### config.mk
export PLATFORM = sky130hd
export DESIGN_NAME = axis_decim_pack
export DESIGN_NICKNAME = d
export VERILOG_FILES = /design/src/rtl/axis_decim_pack.sv
export SDC_FILE = /design/constraint.sdc
export NUM_CORES = 1
export LEC_CHECK = 0
export CAP_MARGIN = 10
export CORE_MARGIN = 1.5
export CORE_UTILIZATION = 48
export CTS_CLUSTER_DIAMETER = 60
export CTS_CLUSTER_SIZE = 10
export DETAILED_ROUTE_END_ITERATION = 16
export PLACE_DENSITY = 0.84
export SLEW_MARGIN = 25
export SYNTH_ARGS = -nofsm -noshare
export SYNTH_HDL_FRONTEND = slang
export SYNTH_SLANG_ARGS = --single-unit
### constraint.sdc
create_clock -name s00_axis_aclk -period 2.3 [get_ports s00_axis_aclk]
set_input_delay 0.345 -clock s00_axis_aclk [delete_from_list [all_inputs] [get_ports s00_axis_aclk]]
set_output_delay 0.345 -clock s00_axis_aclk [all_outputs]
set_load 0.005 [all_outputs]
### src/rtl/axis_decim_pack.sv
// rtl/axis_decim_pack.sv - keep 1 of DECIM samples, saturate to 16 bit, pack pairs into 32-bit words
// Define SAT_COUNT_EN to add the sat_count port counting clipped kept samples.
module axis_decim_pack #(
   parameter int DECIM                  = 4,
   parameter int C_S00_AXIS_TDATA_WIDTH = 32,
   parameter int C_M00_AXIS_TDATA_WIDTH = 32
) (
   input  logic                                  s00_axis_aclk,
   input  logic                                  s00_axis_aresetn,
   input  logic [C_S00_AXIS_TDATA_WIDTH-1:0]     s00_axis_tdata,
   input  logic [(C_S00_AXIS_TDATA_WIDTH/8)-1:0] s00_axis_tstrb,
   input  logic                                  s00_axis_tvalid,
   input  logic                                  s00_axis_tlast,
   output logic                                  s00_axis_tready,
   output logic [C_M00_AXIS_TDATA_WIDTH-1:0]     m00_axis_tdata,
   output logic [(C_M00_AXIS_TDATA_WIDTH/8)-1:0] m00_axis_tstrb,
   output logic                                  m00_axis_tvalid,
   output logic                                  m00_axis_tlast,
   input  logic                                  m00_axis_tready
`ifdef SAT_COUNT_EN
   ,
   output logic [15:0]                           sat_count
`endif
);

   localparam int PW = (DECIM > 1) ? $clog2(DECIM) : 1;
   localparam logic [PW-1:0] PHASE_LAST = PW'(DECIM - 1);
   localparam logic [0:0] ST_EMPTY = 1'b0;
   localparam logic [0:0] ST_HALF  = 1'b1;
   localparam logic signed [C_S00_AXIS_TDATA_WIDTH-1:0] SAT_MAX = 32767;
   localparam logic signed [C_S00_AXIS_TDATA_WIDTH-1:0] SAT_MIN = -32768;

   logic [PW-1:0] phase_q, phase_d;
   logic [0:0]    state_q, state_d;
   logic [15:0]   lo_q, lo_d;
   logic          out_valid_q, out_valid_d;
   logic          out_last_q, out_last_d;
   logic [C_M00_AXIS_TDATA_WIDTH-1:0]     out_data_q, out_data_d;
   logic [(C_M00_AXIS_TDATA_WIDTH/8)-1:0] out_strb_q, out_strb_d;

   logic signed [C_S00_AXIS_TDATA_WIDTH-1:0] x;
   logic        clip_hi, clip_lo, keep, in_fire;
   logic [15:0] sat_s;
   logic        unused_tstrb;

   assign unused_tstrb    = ^s00_axis_tstrb;
   assign s00_axis_tready = ~s00_axis_aresetn & (~out_valid_q | m00_axis_tready);
   assign in_fire         = s00_axis_tvalid & s00_axis_tready;
   assign keep            = (phase_q == '0);

   assign x       = s00_axis_tdata;
   assign clip_hi = (x > SAT_MAX);
   assign clip_lo = (x < SAT_MIN);
   assign sat_s   = clip_hi ? 16'h7FFF : (clip_lo ? 16'h8000 : x[15:0]);

   always_comb begin
      phase_d     = phase_q;
      state_d     = state_q;
      lo_d        = lo_q;
      out_valid_d = out_valid_q;
      out_data_d  = out_data_q;
      out_strb_d  = out_strb_q;
      out_last_d  = out_last_q;
      if (out_valid_q && m00_axis_tready) begin
         out_valid_d = 1'b0;
         out_data_d  = '0;
         out_strb_d  = '0;
         out_last_d  = 1'b0;
      end
      if (in_fire) begin
         // A frame end re-aligns decimation so the next frame starts on a kept beat
         if (s00_axis_tlast || phase_q == PHASE_LAST) phase_d = '0;
         else                                         phase_d = phase_q + 1'b1;
         if (state_q == ST_EMPTY) begin
            if (keep && !s00_axis_tlast) begin
               lo_d    = sat_s;
               state_d = ST_HALF;
            end else if (keep) begin
               out_valid_d = 1'b1;
               out_data_d  = {16'h0000, sat_s};
               out_strb_d  = 4'b0011;
               out_last_d  = 1'b1;
            end else if (s00_axis_tlast) begin
               out_valid_d = 1'b1;
               out_data_d  = '0;
               out_strb_d  = 4'b0000;
               out_last_d  = 1'b1;
            end
         end else begin
            if (keep) begin
               out_valid_d = 1'b1;
               out_data_d  = {sat_s, lo_q};
               out_strb_d  = 4'b1111;
               out_last_d  = s00_axis_tlast;
               state_d     = ST_EMPTY;
            end else if (s00_axis_tlast) begin
               out_valid_d = 1'b1;
               out_data_d  = {16'h0000, lo_q};
               out_strb_d  = 4'b0011;
               out_last_d  = 1'b1;
               state_d     = ST_EMPTY;
            end
         end
      end
   end

   always_ff @(posedge s00_axis_aclk) begin
      if (s00_axis_aresetn) begin
         phase_q     <= '0;
         state_q     <= ST_EMPTY;
         lo_q        <= '0;
         out_valid_q <= 1'b0;
         out_data_q  <= '0;
         out_strb_q  <= '0;
         out_last_q  <= 1'b0;
      end else begin
         phase_q     <= phase_d;
         state_q     <= state_d;
         lo_q        <= lo_d;
         out_valid_q <= out_valid_d;
         out_data_q  <= out_data_d;
         out_strb_q  <= out_strb_d;
         out_last_q  <= out_last_d;
      end
   end

   assign m00_axis_tdata  = out_data_q;
   assign m00_axis_tstrb  = out_strb_q;
   assign m00_axis_tvalid = out_valid_q;
   assign m00_axis_tlast  = out_last_q;

`ifdef SAT_COUNT_EN
   logic [15:0] sat_cnt_q, sat_cnt_d;

   always_comb begin
      sat_cnt_d = sat_cnt_q;
      if (in_fire && keep && (clip_hi || clip_lo) && sat_cnt_q != 16'hFFFF)
         sat_cnt_d = sat_cnt_q + 16'd1;
   end

   always_ff @(posedge s00_axis_aclk) begin
      if (s00_axis_aresetn) sat_cnt_q <= '0;
      else                  sat_cnt_q <= sat_cnt_d;
   end

   assign sat_count = sat_cnt_q;
`endif

endmodule

== After elaboration in Yosys (flattened, before gate mapping) ==
Cells that the tools add are included.
W data, S select, Z words.

* Muxes and demuxes: 36
* Bitwise logic cells: 6
* Equality and inequality tests: 1
* Add/subtract/negate cells: 1
* $lt $le $gt $ge: 2
* Reduce and logical (&&, ||, !) cells: 6

{| class="wikitable"
|+ Operator list
! kind !! number
|-
| $mux W32 || 8
|-
| $gt A32 B16 Y1 const B || 1
|-
| $lt A32 B16 Y1 const B || 1
|-
| $mux W16 || 2
|-
| $mux W4 || 8
|-
| $mux W1 || 17
|-
| $not A1 Y1 || 3
|-
| $reduce_and A3 Y1 || 1
|-
| $add A2 B1 Y2 const B || 1
|-
| $and A1 B1 Y1 || 2
|-
| $eq A2 B2 Y1 const B || 1
|-
| $logic_and A1 B1 Y1 || 2
|-
| $logic_not A2 Y1 || 1
|-
| $mux W2 || 1
|-
| $logic_not A1 Y1 || 1
|-
| $logic_or A1 B1 Y1 || 1
|-
| $or A1 B1 Y1 || 1
|}

* Output and inout bits: 39
* Word-level logic and storage cells: 59
* Flip-flop bits (word level): 57
* Input bits: 41

== Depth between registers and ports, before layout ==
* Depth after elaboration: 7
* Depth in mapped cells: 9
* Depth with buffers taken out: 6

== Worst setup path after synthesis ==
OpenSTA, ideal clock, no wires.

* Path kind: flip-flop to flip-flop
* Start point: register phase_q[0]
* End point: register lo_q[0]
* Library setup time: 0.146 ns
* Path buffers: 2
* Stages on the path, launching flop included: 8
* Period minus slack after synthesis: 1.799 ns
* Required time: 2.154 ns
* Arrival time: 1.653 ns
* Setup slack: 0.501 ns
* Cell sequence: dfxtp_1 inv_1 ha_1 buf_4 or3b_1 nor4_4 buf_2 a211oi_2

* Word-level cells in the longest chain between the ends: 3

{| class="wikitable"
|+ RTL lines
! item !! line !! RTL
|-
| start, declared || 33 || <nowiki>logic [PW-1:0] phase_q, phase_d;</nowiki>
|-
| start signal, assigned || 117 || <nowiki>phase_q <= phase_d;</nowiki>
|-
| $logic_not A2 Y1 || 49 || <nowiki>assign keep = (phase_q == '0);</nowiki>
|-
| $logic_and A1 B1 Y1 || 75 || <nowiki>if (keep && !s00_axis_tlast) begin</nowiki>
|-
| $reduce_and A3 Y1 (no line) || n/a ||
|-
| end signal, assigned || 119 || <nowiki>lo_q <= lo_d;</nowiki>
|-
| end, declared || 35 || <nowiki>logic [15:0] lo_q, lo_d;</nowiki>
|}

No other way between the ends.
A chain may end at the register's enable or synchronous reset.

== Worst setup path after layout ==
* Start point: input m00_axis_tready
* End point: output s00_axis_tready

* Word-level cells in the longest chain between the ends: 2

{| class="wikitable"
|+ RTL lines
! item !! line !! RTL
|-
| start, declared || 19 || <nowiki>input logic m00_axis_tready</nowiki>
|-
| $or A1 B1 Y1 || 47 || <nowiki>assign s00_axis_tready = ~s00_axis_aresetn & (~out_valid_q | m00_axis_tready);</nowiki>
|-
| $and A1 B1 Y1 || 47 ||
|-
| end, declared || 14 || <nowiki>output logic s00_axis_tready,</nowiki>
|}

No other way between the ends.

==> impl_metrics.env <==
export IMPL_rr_worst_depth=7
export IMPL_dieArea_um2=6360
export IMPL_grt_max_degree=31
export IMPL_maxCapViolCount=0
export IMPL_setup_violations=0
export IMPL_core_area_um2=5610
export IMPL_pin_count=80
export IMPL_antenna_found_initial=0
export IMPL_rr_startpoint="phase_q[0]"
export IMPL_globalplace_congestion=0.921
export IMPL_cts_setup_buffers=0
export IMPL_vias=2858
export IMPL_synthCells=324
export IMPL_grt_pass1_wl_mm=12.7
export IMPL_whs_path_depth=2
export IMPL_n_fill_cell=441
export IMPL_ctsResizeCount=0
export IMPL_cts_tree="done"
export IMPL_synth_top_flop_cell="dfxtp_1"
export IMPL_dr_pass1_iters=6
export IMPL_clock_latency_ns=0.35
export IMPL_route_detailed_drc=0
export IMPL_drtIter0Drc=313
export IMPL_finClkSkew_ns=0.0120
export IMPL_crit_fanout=6
export IMPL_ys_async_sr_fraction_pct=0
export IMPL_r2r_slack_ns=0.27
export IMPL_grt_usage_pct=25.6
export IMPL_synth_area_um2=2830
export IMPL_syn2layout_area_growth_pct=39.2
export IMPL_drt_wl_total_mm=7.98
export IMPL_critPathCaptureType="primary output"
export IMPL_path_class="in -> out"
export IMPL_die_h_um=79.7
export IMPL_synth_fp_nets=367
export IMPL_htree_levels=3
export IMPL_relSlewSlack_pct=63.4
export IMPL_postSynthAreaPerCell_um2=8.72
export IMPL_ys_warn_count=0
export IMPL_period_share_pct=90.8
export IMPL_final_cells=476
export IMPL_clk_pin_slew_ns=0.06
export IMPL_antennaDiodeCount=0
export IMPL_grt_pass1_vias=2612
export IMPL_max_freq_mhz=479
export IMPL_synth_seq_area_share_pct=40.4
export IMPL_crit_required_ns=1.96
export IMPL_synth_edf_count=0
export IMPL_finalCriticalPeriod_ns=2.09
export IMPL_drive_above_1_share_pct=13.4
export IMPL_worst_slew_pin_slew_ns=0.547
export IMPL_portBuffers=75
export IMPL_hpwl_mm=5.59
export IMPL_final_net_count=442
export IMPL_status="finished clean"
export IMPL_cts_sinks=57
export IMPL_clk_path_buf_depth=2
export IMPL_die_w_um=79.7
export IMPL_drtAntennaViolNets=0
export IMPL_grt_ovfl_total=0
export IMPL_cts_made_buffers=9
export IMPL_startpoint="m00_axis_tready"
export IMPL_reg2reg_to="lo_q[10]"
export IMPL_cts_root_buf="clkbuf_8"
export IMPL_irDropWorstVdd_v=0.000397
export IMPL_crit_arrival_ns=1.74
export IMPL_setup_tns_final_ns=0
export IMPL_via_per_inst=6.00
export IMPL_synth_cell_types=39
export IMPL_rsz0062_at_grt="false"
export IMPL_rows=27
export IMPL_crit_path_start_kind="input pin"
export IMPL_worstSetupEndpoint="s00_axis_tready"
export IMPL_ctsHoldBuffers=0
export IMPL_p_per_area_nw_per_um2=663
export IMPL_final_hold_viol_count=0
export IMPL_p_leak_nw=1.44
export IMPL_hp_class="in -> reg"
export IMPL_placed_cells=460
export IMPL_ys_ff_latch=57
export IMPL_finalMaxSlewViolations=0
export IMPL_wl_per_cell_um=16.8
export IMPL_initial_core_util_pct=50.4
-- cells by family after synthesis --
kind of cell,count (synthesis),share of synthesized area (%)
flip-flops,57,40.4
multiplexers,1,0.354
AO/OA/AOI/OAI,141,36.3
buffers and inverters,39,6.20
adder cells (fa/ha/maj),2,0.885
AND/OR/NAND/NOR,84,15.9
-- state kept, by name (all words and copies together), names as in the netlist --
name,cells
m00_axis_tstrb,4
lo_q,16
m00_axis_tdata,32
m00_axis_tvalid,1
phase_q,2
m00_axis_tlast,1
state_q,1
-- synth_stat cells (2+ instances only) --
master / instances / area [um2]
dfxtp_1: 57 / 1140
a21oi_1: 60 / 300
nand2_1: 18 / 67.6
ha_1: 2 / 25.0
nor4_4: 2 / 42.5
o32a_1: 6 / 60.1
buf_1: 2 / 7.51
buf_2: 11 / 55.1
clkbuf_1: 11 / 41.3
inv_1: 11 / 41.3
and2_1: 2 / 12.5
o2bb2ai_1: 15 / 131
and3_1: 9 / 56.3
a211oi_2: 16 / 200
nand2b_1: 2 / 12.5
a21boi_0: 2 / 15.0
nor2_1: 24 / 90.1
o21ai_0: 17 / 85.1
nand3_1: 6 / 30.0
a221oi_1: 6 / 52.6
buf_4: 2 / 15.0
o211ai_1: 3 / 22.5
nand4_1: 4 / 25.0
nor4_1: 13 / 81.3
o311a_1: 9 / 90.1
-- layer usage --
metal / part of all wire [%] / GRT usage (%)
met5: 0 / 0
met2: 46 / 40.7
met1: 44 / 34.1
met4: 1.9 / 11.2
met3: 8.1 / 4.46
-- critical path, stage by stage --
cell,delay [ns]
clkdlybuf4s50_1,0.54
nor2b_1,0.31
nor2_1,0.08
clkdlybuf4s50_1,0.47
-- cells in the final DEF (no fill, tap or decap), types with 2 or more instances in the layout --
| cell | n |
|---|---|
| clkdlybuf4s50_1 | 74 |
| a21oi_1 | 60 |
| dfxtp_1 | 57 |
| nor2_1 | 24 |
| nand2_1 | 18 |
| o21ai_0 | 17 |
| a211oi_2 | 16 |
| o2bb2ai_1 | 15 |
| nor4_1 | 13 |
| buf_4 | 12 |
| inv_1 | 11 |
| clkbuf_8 | 10 |
| and3_1 | 9 |
| o311a_1 | 9 |
| nand3_1 | 6 |
| a221oi_1 | 6 |
| o32a_1 | 6 |
| nand4_1 | 4 |
| buf_12 | 4 |
| o211ai_1 | 3 |
| nor4_4 | 2 |
| nand2b_1 | 2 |
| and2_1 | 2 |
| a21boi_0 | 2 |
| ha_1 | 2 |
| bufinv_16 | 2 |
| clkinv_2 | 2 |
-- stage by stage --
stage / area, um2 / setup slack [ns] / utilization (%) / hold slack (ns) / total power (W)
6_report: 3930 / 0.212 / 70.1 / 0.459 / 0.00261
5_1_grt: 3930 / 0.140 / 70.1 / 0.475 / 0.00269
4_1_cts: 3930 / 0.212 / 70.1 / 0.442 / 0.00261
3_5_place_dp: 3710 / 0.145 / 66.2 / 0.450 / 0.00157
3_3_place_gp: 3710 / 0.176 / 66.2 / 0.446 / 0.00155
2_1_floorplan: 2830 / 0.501 / - / 0.449 / 0.00134
-- how the worst min path moves through the flow --
stage	from	to	slack [ns]
finish	s00_axis_aresetn	m00_axis_tvalid	0.46
global route	m00_axis_tdata[21]	m00_axis_tdata[21]	0.47
CTS	s00_axis_aresetn	m00_axis_tvalid	0.44
detailed placement	m00_axis_tdata[27]	m00_axis_tdata[27]	0.45
global placement	m00_axis_tdata[25]	m00_axis_tdata[25]	0.45
floorplan	phase_q[1]	phase_q[1]	0.45
-- cell type report --
class	count	area, um2	area share [%]
clock inverters	5	78.8	2.00
clock buffers	11	141	3.59
repair buffers	91	916	23.3
flip-flops and latches	57	1140	29.0
multi-input cells	228	1520	38.7
inverters	12	45.0	1.15
well taps	72	90.1	2.29
-- power by group --
part | leakage, nW | switching (W) | internal, W
logic | 0.867 | 0.000236 | 0.000234
clock network | 0.113 | 0.000415 | 0.000638
registers | 0.464 | 0.0000439 | 0.00104
Power figures use the tool's default switching activity.
